[config.mk]
export PLATFORM = sky130hd
export DESIGN_NAME = rom_fetch_stage
export DESIGN_NICKNAME = d
export VERILOG_FILES = /design/src/rtl/rom_fetch_stage.sv
export SDC_FILE = /design/constraint.sdc
export NUM_CORES = 1
export LEC_CHECK = 0
export CORE_MARGIN = 4
export CORE_UTILIZATION = 35
export CTS_CLUSTER_DIAMETER = 60
export DETAILED_ROUTE_END_ITERATION = 6
export MAX_ROUTING_LAYER = met4
export PLACE_DENSITY = 0.66
export SYNTH_ARGS = -nofsm -noshare
export SYNTH_HDL_FRONTEND = slang
export SYNTH_SLANG_ARGS = --single-unit
[constraint.sdc]
create_clock -name i_clk -period 3.8 [get_ports i_clk]
set_clock_uncertainty 0.05 [all_clocks]
set_input_delay 0.76 -clock i_clk [delete_from_list [all_inputs] [get_ports i_clk]]
set_output_delay 0.76 -clock i_clk [all_outputs]
set_load 0.05 [all_outputs]
[src/rtl/rom_fetch_stage.sv]
// Instruction fetch stage in front of a registered-address 32-bit ROM.
// It issues sequential word reads, buffers results in a 2-entry skid FIFO,
// and flushes all work on a redirect.
module rom_fetch_stage #(
    parameter int unsigned  DEPTH      = 512,
    parameter logic [31:0]  RESET_PC   = 32'h0000_0000,
    localparam int unsigned ADDR_WIDTH = $clog2(DEPTH)
) (
    input  logic                  i_clk,
    input  logic                  i_rst_n,
    output logic [ADDR_WIDTH-1:0] o_rom_addr,
    input  logic [31:0]           i_rom_data,
    input  logic                  i_redirect,
    input  logic [31:0]           i_redirect_pc,
    output logic                  o_valid,
    input  logic                  i_ready,
    output logic [31:0]           o_instr,
    output logic [31:0]           o_pc,
    output logic                  o_fault
);

    localparam logic [31:0] PC_LIMIT = 32'(DEPTH * 4);

    typedef enum logic {
        MODE_RUN   = 1'b0,
        MODE_FAULT = 1'b1
    } mode_e;

    typedef struct packed {
        logic [31:0] pc;
        logic [31:0] instr;
    } entry_t;

    logic [31:0]      fetch_pc_q, fetch_pc_d;
    logic             inflight_v_q, inflight_v_d;
    logic [31:0]      inflight_pc_q, inflight_pc_d;
    entry_t [1:0]     fifo_q, fifo_d;
    logic [1:0]       count_q, count_d;
    mode_e            mode_q, mode_d;

    logic             pop;
    logic             push;
    logic             issue;
    logic             space_ok;
    logic             pc_ok;
    logic             tgt_ok;
    logic [2:0]       occ_after;
    logic [1:0]       push_idx;
    entry_t           new_entry;

    // Handshake and issue qualification
    assign pop       = (count_q != 2'd0) & i_ready & ~i_redirect;
    assign push      = inflight_v_q & ~i_redirect;
    // Occupancy once this cycle's capture and pop settle; a new issue needs a free slot
    assign occ_after = 3'(count_q) + 3'(inflight_v_q) - 3'(pop);
    assign space_ok  = occ_after < 3'd2;
    assign pc_ok     = (fetch_pc_q < PC_LIMIT) && (fetch_pc_q[1:0] == 2'b00);
    assign tgt_ok    = (i_redirect_pc < PC_LIMIT) && (i_redirect_pc[1:0] == 2'b00);
    assign issue     = (mode_q == MODE_RUN) & ~i_redirect & space_ok & pc_ok;
    assign push_idx  = count_q - 2'(pop);
    assign new_entry = '{pc: inflight_pc_q, instr: i_rom_data};

    // The ROM registers this address, so a redirect target must bypass fetch_pc
    assign o_rom_addr = i_redirect ? i_redirect_pc[ADDR_WIDTH+1:2]
                                   : fetch_pc_q[ADDR_WIDTH+1:2];

    assign o_valid = (count_q != 2'd0);
    assign o_pc    = fifo_q[0].pc;
    assign o_instr = fifo_q[0].instr;
    assign o_fault = (mode_q == MODE_FAULT) & (count_q == 2'd0) & ~inflight_v_q;

    // Next-state logic
    always_comb begin
        fetch_pc_d    = fetch_pc_q;
        inflight_v_d  = inflight_v_q;
        inflight_pc_d = inflight_pc_q;
        fifo_d        = fifo_q;
        count_d       = count_q;
        mode_d        = mode_q;

        if (i_redirect) begin
            count_d = 2'd0;
            if (tgt_ok) begin
                mode_d        = MODE_RUN;
                inflight_v_d  = 1'b1;
                inflight_pc_d = i_redirect_pc;
                fetch_pc_d    = i_redirect_pc + 32'd4;
            end else begin
                mode_d       = MODE_FAULT;
                inflight_v_d = 1'b0;
                fetch_pc_d   = i_redirect_pc;
            end
        end else begin
            if (pop) begin
                fifo_d[0] = fifo_q[1];
            end
            if (push) begin
                if (push_idx == 2'd0) begin
                    fifo_d[0] = new_entry;
                end else begin
                    fifo_d[1] = new_entry;
                end
            end
            count_d      = count_q + 2'(push) - 2'(pop);
            inflight_v_d = issue;
            if (issue) begin
                inflight_pc_d = fetch_pc_q;
                fetch_pc_d    = fetch_pc_q + 32'd4;
            end else if ((mode_q == MODE_RUN) && space_ok && !pc_ok) begin
                mode_d = MODE_FAULT;
            end
        end
    end

    // State registers
    always_ff @(posedge i_clk or negedge i_rst_n) begin
        if (!i_rst_n) begin
            fetch_pc_q    <= RESET_PC;
            inflight_v_q  <= 1'b0;
            inflight_pc_q <= 32'd0;
            fifo_q        <= '0;
            count_q       <= 2'd0;
            mode_q        <= MODE_RUN;
        end else begin
            fetch_pc_q    <= fetch_pc_d;
            inflight_v_q  <= inflight_v_d;
            inflight_pc_q <= inflight_pc_d;
            fifo_q        <= fifo_d;
            count_q       <= count_d;
            mode_q        <= mode_d;
        end
    end

endmodule

Word-level counts from Yosys, hierarchy flattened

Cells that the tools add are included.

Flip-flop bits (word level): 196
Input bits: 68
Output and inout port bits: 75
Word-level logic and storage cells: 65

Add/subtract/negate cells: 7
Magnitude comparators: 3
Eq/ne operators: 2
Muxes and demuxes: 17
Bitwise operators: 12
Reductions and logical operators: 15

Operators by type and width:

| cell                    | count |
|---|---|
| $mux W32                | 6 |
| $mux W64                | 3 |
| $add A32 B3 Y32 const B | 2 |
| $lt A32 B12 Y1 const B  | 2 |
| $mux W9                 | 1 |
| $and A1 B1 Y1           | 8 |
| $logic_not A2 Y1        | 4 |
| $mux W1                 | 6 |
| $reduce_bool A2 Y1      | 3 |
| $logic_and A1 B1 Y1     | 4 |
| $not A1 Y1              | 4 |
| $reduce_and A2 Y1       | 2 |
| $sub A2 B1 Y2           | 2 |
| $add A2 B1 Y3           | 1 |
| $lt A3 B2 Y1 const B    | 1 |
| $reduce_and A3 Y1       | 1 |
| $sub A3 B1 Y3           | 1 |
| $add A2 B1 Y2           | 1 |
| $mux W2                 | 1 |
| $ne A2 B1 Y1 const B    | 1 |
| $ne A2 B2 Y1 const B    | 1 |
| $logic_not A1 Y1        | 1 |

Depth between registers and ports, before layout

Depth in word-level cells: 10
Mapped depth: 13
Gate-level depth less buffers: 11

Worst setup path after synthesis

OpenSTA, ideal clock, no wires.

Kind: input to register
Start point: input i_redirect
End point: register fetch_pc_q[9]
Data arrival time: 3.409 ns
Required time: 3.663 ns
Path slack: 0.254 ns
Stages on the path: 11
Path buffers: 3
Cell sequence: clkbuf_1 buf_1 nor3_1 o21ai_0 fa_1 xnor2_1 nand3b_2 or3_1 buf_2 or4b_1 o211ai_1

Word-level cells in the longest chain between the ends: 7

Ends and longest elaborated chain:

| what                                | RTL line | source |
|---|---|---|
| start, declared                     | 13       | `input logic i_redirect,` |
| $not A1 Y1 (no source line)         | n/a      |  |
| $and A1 B1 Y1                       | 52       | `assign pop = (count_q != 2'd0) & i_ready & ~i_redirect;` |
| $sub A3 B1 Y3                       | 55       | `assign occ_after = 3'(count_q) + 3'(inflight_v_q) - 3'(pop);` |
| $lt A3 B2 Y1                        | 56       | `assign space_ok = occ_after < 3'd2;` |
| $and A1 B1 Y1 (2 in a row)          | 59       | `assign issue = (mode_q == MODE_RUN) & ~i_redirect & space_ok & pc_ok;` |
| $reduce_bool A2 Y1 (no source line) | n/a      |  |
| end signal, assigned                | 125      | `fetch_pc_q <= fetch_pc_d;` |
| end, declared                       | 34       | `logic [31:0] fetch_pc_q, fetch_pc_d;` |

Several ways; a longest one is shown, not always the timed one.
A chain may end at the register's enable or synchronous reset.

Worst setup path in the final report

Start point: input i_ready
End point: register inflight_pc_q[9]

Word-level cells in the longest chain between the ends: 8

Ends and longest elaborated chain:

| what                                | RTL line | source |
|---|---|---|
| start, declared                     | 16       | `input logic i_ready,` |
| $and A1 B1 Y1 (2 in a row)          | 52       |  |
| $sub A3 B1 Y3                       | 55       |  |
| $lt A3 B2 Y1                        | 56       |  |
| $and A1 B1 Y1 (2 in a row)          | 59       |  |
| $reduce_bool A2 Y1 (no source line) | n/a      |  |
| $reduce_and A2 Y1 (no source line)  | n/a      |  |
| end signal, assigned                | 127      | `inflight_pc_q <= inflight_pc_d;` |
| end, declared                       | 36       | `logic [31:0] inflight_pc_q, inflight_pc_d;` |

No other way between the ends.

==> metrics.cfg <==
[synthesis]
syn_area_mm2=0.00894
synthAdderAreaFrac_pct=0.644
syn_nets=812
synth_xor_area_share_pct=1.76
synth_top_family_by_area=multiplexers
avgSynthCellArea_um2=12.1
synth.area.mux_share_pct=21.4
synth_compound_area_share_pct=4.38
yosys_warnings=0
netlist_instances=740
synth_seq_area_share_pct=54.8
synth.distinct_cells=42
synthSimpleGateAreaFrac_pct=8.95
yosys_register_bits=196

[power_and_ir_drop]
p_total_mw=4.31
p_switching_mw=1.09
leakage_nw=4.61
comb_power_share_pct=9.2
powerDensity_mw_per_mm2=397
sw_frac_of_total_pct=25.3
power_frac_seq_pct=50.6
p_int_mw=3.22
pwr-share-clk_pct=40.2
ir_drop_mv=0.212

[clock_network]
clkTransAtPathRegs_ns=0.07
ctsResizeCount=0
clock_path_buffers=2
cts_sinks=196
root_buffer=clkbuf_16
numCtsBuffers=17
cts_setup_buffers=0
htreeDepth=4
cts_hold_buf=0
clock_latency_ns=0.42
cts_tree=built

[critical_path]
path_max_fanout=32
worstReg2RegEnd=inflight_pc_q[9]
r2r-start=count_q[1]
cp_data_required_time_ns=4.06
arrival_ns=3.65
start_kind=input port
worstSetupPathType=in -> reg
reg2regPathDepth=12
rrSetupSlack_ns=0.53
critPathCaptureType=register

[global_route]
grt_pass1_vias=5580
grt_pass1_wl_mm=30.4
grt_max_degree=129
grtUsageTotal_pct=13.7
overflow=0
antenna_found_initial=0

[layout]
final_common_cell=dfrtp_1
insertedDiodeCount=0
design_area_mm2=0.0109
drive_gt1_share_pct=20.0
post-route-util_pct=43.1
area_growth_pct=21.4
final_cell_mix=196 x dfrtp_1, 140 x clkdlybuf4s50_1, 103 x mux2_2
layout.nets=882

[detailed_routing]
wl_per_cell_um=15.9
dr.pass1.iters=4
routed_wl_mm=18.3
num_vias=5475
drc=0
vias_per_cell=4.75
drtAntennaViolNets=0
drtIter0Drc=340

[flow_run]
max_cap_viol_count=0

[timing]
max_freq_mhz=295
grt_setup_unrepaired=no
finalHoldViolations=0
fin_crit_sh_pct=89.2
finalMaxSlewViolations=0
setup_viol=0
period_minus_slack_ns=3.39
relSlewSlack_pct=41.4
setup_slack_ns=0.410
worst_pin_slew_ns=0.877

[die]
rows=58
fp.dieArea_mm2=0.0282
die_height_um=168
coreArea_mm2=0.0252
initial_core_util_pct=35.5
die_w_um=168
ioPinCount=143

[place]
hpwl_mm=12.2
gp_congestion=0.805
placed_area_mm2=0.0103
portBuffers=142
dpl_worst_slack_ns=-0.0721

[status]
status=complete, no violations

[hold_path]
hold_path.class=in -> async

==> flip-flops by register name (all words and copies together) (netlist names) <==
register / flops
inflight_v_q: 1
o_instr: 32
fifo_q: 64
mode_q: 1
fetch_pc_q: 32
o_pc: 32
count_q: 2
inflight_pc_q: 32
==> area by class of cell <==
cell class | count | area, um2
flip-flops and latches | 196 | 4900
repair buffers | 160 | 1590
clock buffers | 21 | 470
multi-input cells | 429 | 3360
clock inverters | 10 | 93.8
well taps | 330 | 413
fillers | 2343 | 14300
inverters | 6 | 22.5
==> cell families (layout without fill, tap and decap cells) <==
kind of cell | count (synthesis) | in the layout
AND/OR/NAND/NOR | 154 | 154
flip-flops | 196 | 196
AO/OA/AOI/OAI | 75 | 75
XOR/XNOR | 18 | 18
multiplexers | 178 | 178
adder cells (fa/ha/maj) | 4 | 4
buffers and inverters | 115 | 197
==> metal layers <==
layer  track usage (%)  up-vias  wire (um)
met5                 -        -          0
met4              3.00        0        133
met3              3.17        9        731
met2              21.0      115       8590
met1              18.9     2712       8900
li1                  -     2639          -
==> worst max path at each step <==
stage,startpoint,end,cells after the start
2_1_floorplan,i_redirect,fetch_pc_q[9],11
3_3_place_gp,i_ready,inflight_pc_q[8],10
3_5_place_dp,i_ready,inflight_pc_q[9],10
4_1_cts,i_ready,inflight_pc_q[9],10
5_1_grt,i_ready,inflight_pc_q[6],10
6_report,i_ready,inflight_pc_q[9],10
==> power groups by stage <==
stage,clock [mW],sequential (mW),combinational (mW)
after floorplan,0,2.21,0.231
after global placement,0,2.22,0.399
after detailed placement,0,2.22,0.402
after CTS,1.79,2.18,0.404
after global routing,1.88,2.19,0.427
final,1.73,2.18,0.396
==> Yosys cell counts (all sizes together) <==
cell type	instances	area (um2)
a21oi	1	5.00
nand3	6	30.0
nor2b	2	12.5
o31a	1	8.76
o311ai	1	8.76
nand4	6	43.8
o211ai	1	7.51
nand3b	2	18.8
inv	6	22.5
mux2i	74	741
or3	2	12.5
nor3b	2	15.0
nor4	20	153
mux2	104	1170
and2	23	144
xnor2	16	140
nand2	71	267
and3	1	6.26
nor3	7	35.0
or2	1	6.26
a22oi	1	7.51
buf	86	609
nor2	8	30.0
nor4b	1	8.76
a31oi	1	6.26
or4b	1	10.0
ha	3	37.5
clkbuf	23	86.3
a21o	1	7.51
and4	1	8.76
o21ai	68	340
fa	1	20.0
dfrtp	196	4900
xor2	2	17.5
==> critical path, cell delays in order <==
cell and delay, ns:
clkdlybuf4s50_1 0.51, nand2_1 0.08, nor3_1 0.26, o21ai_0 0.17
fa_1 0.40, xnor2_1 0.14, nand3b_2 0.13, nor4_1 0.09
a21oi_4 0.69, mux2_2 0.41
==> per-stage QoR <==
stage	setup TNS (ns)	std cells	hold WS, ns
6_report	0	1152	0.345
4_1_cts	0	1152	0.391
3_5_place_dp	-0.572	1121	0.435
2_1_floorplan	0	740	0.409
3_3_place_gp	-0.493	1121	0.436
5_1_grt	0	1152	0.407
No activity file was read; power rests on OpenSTA's default activity.
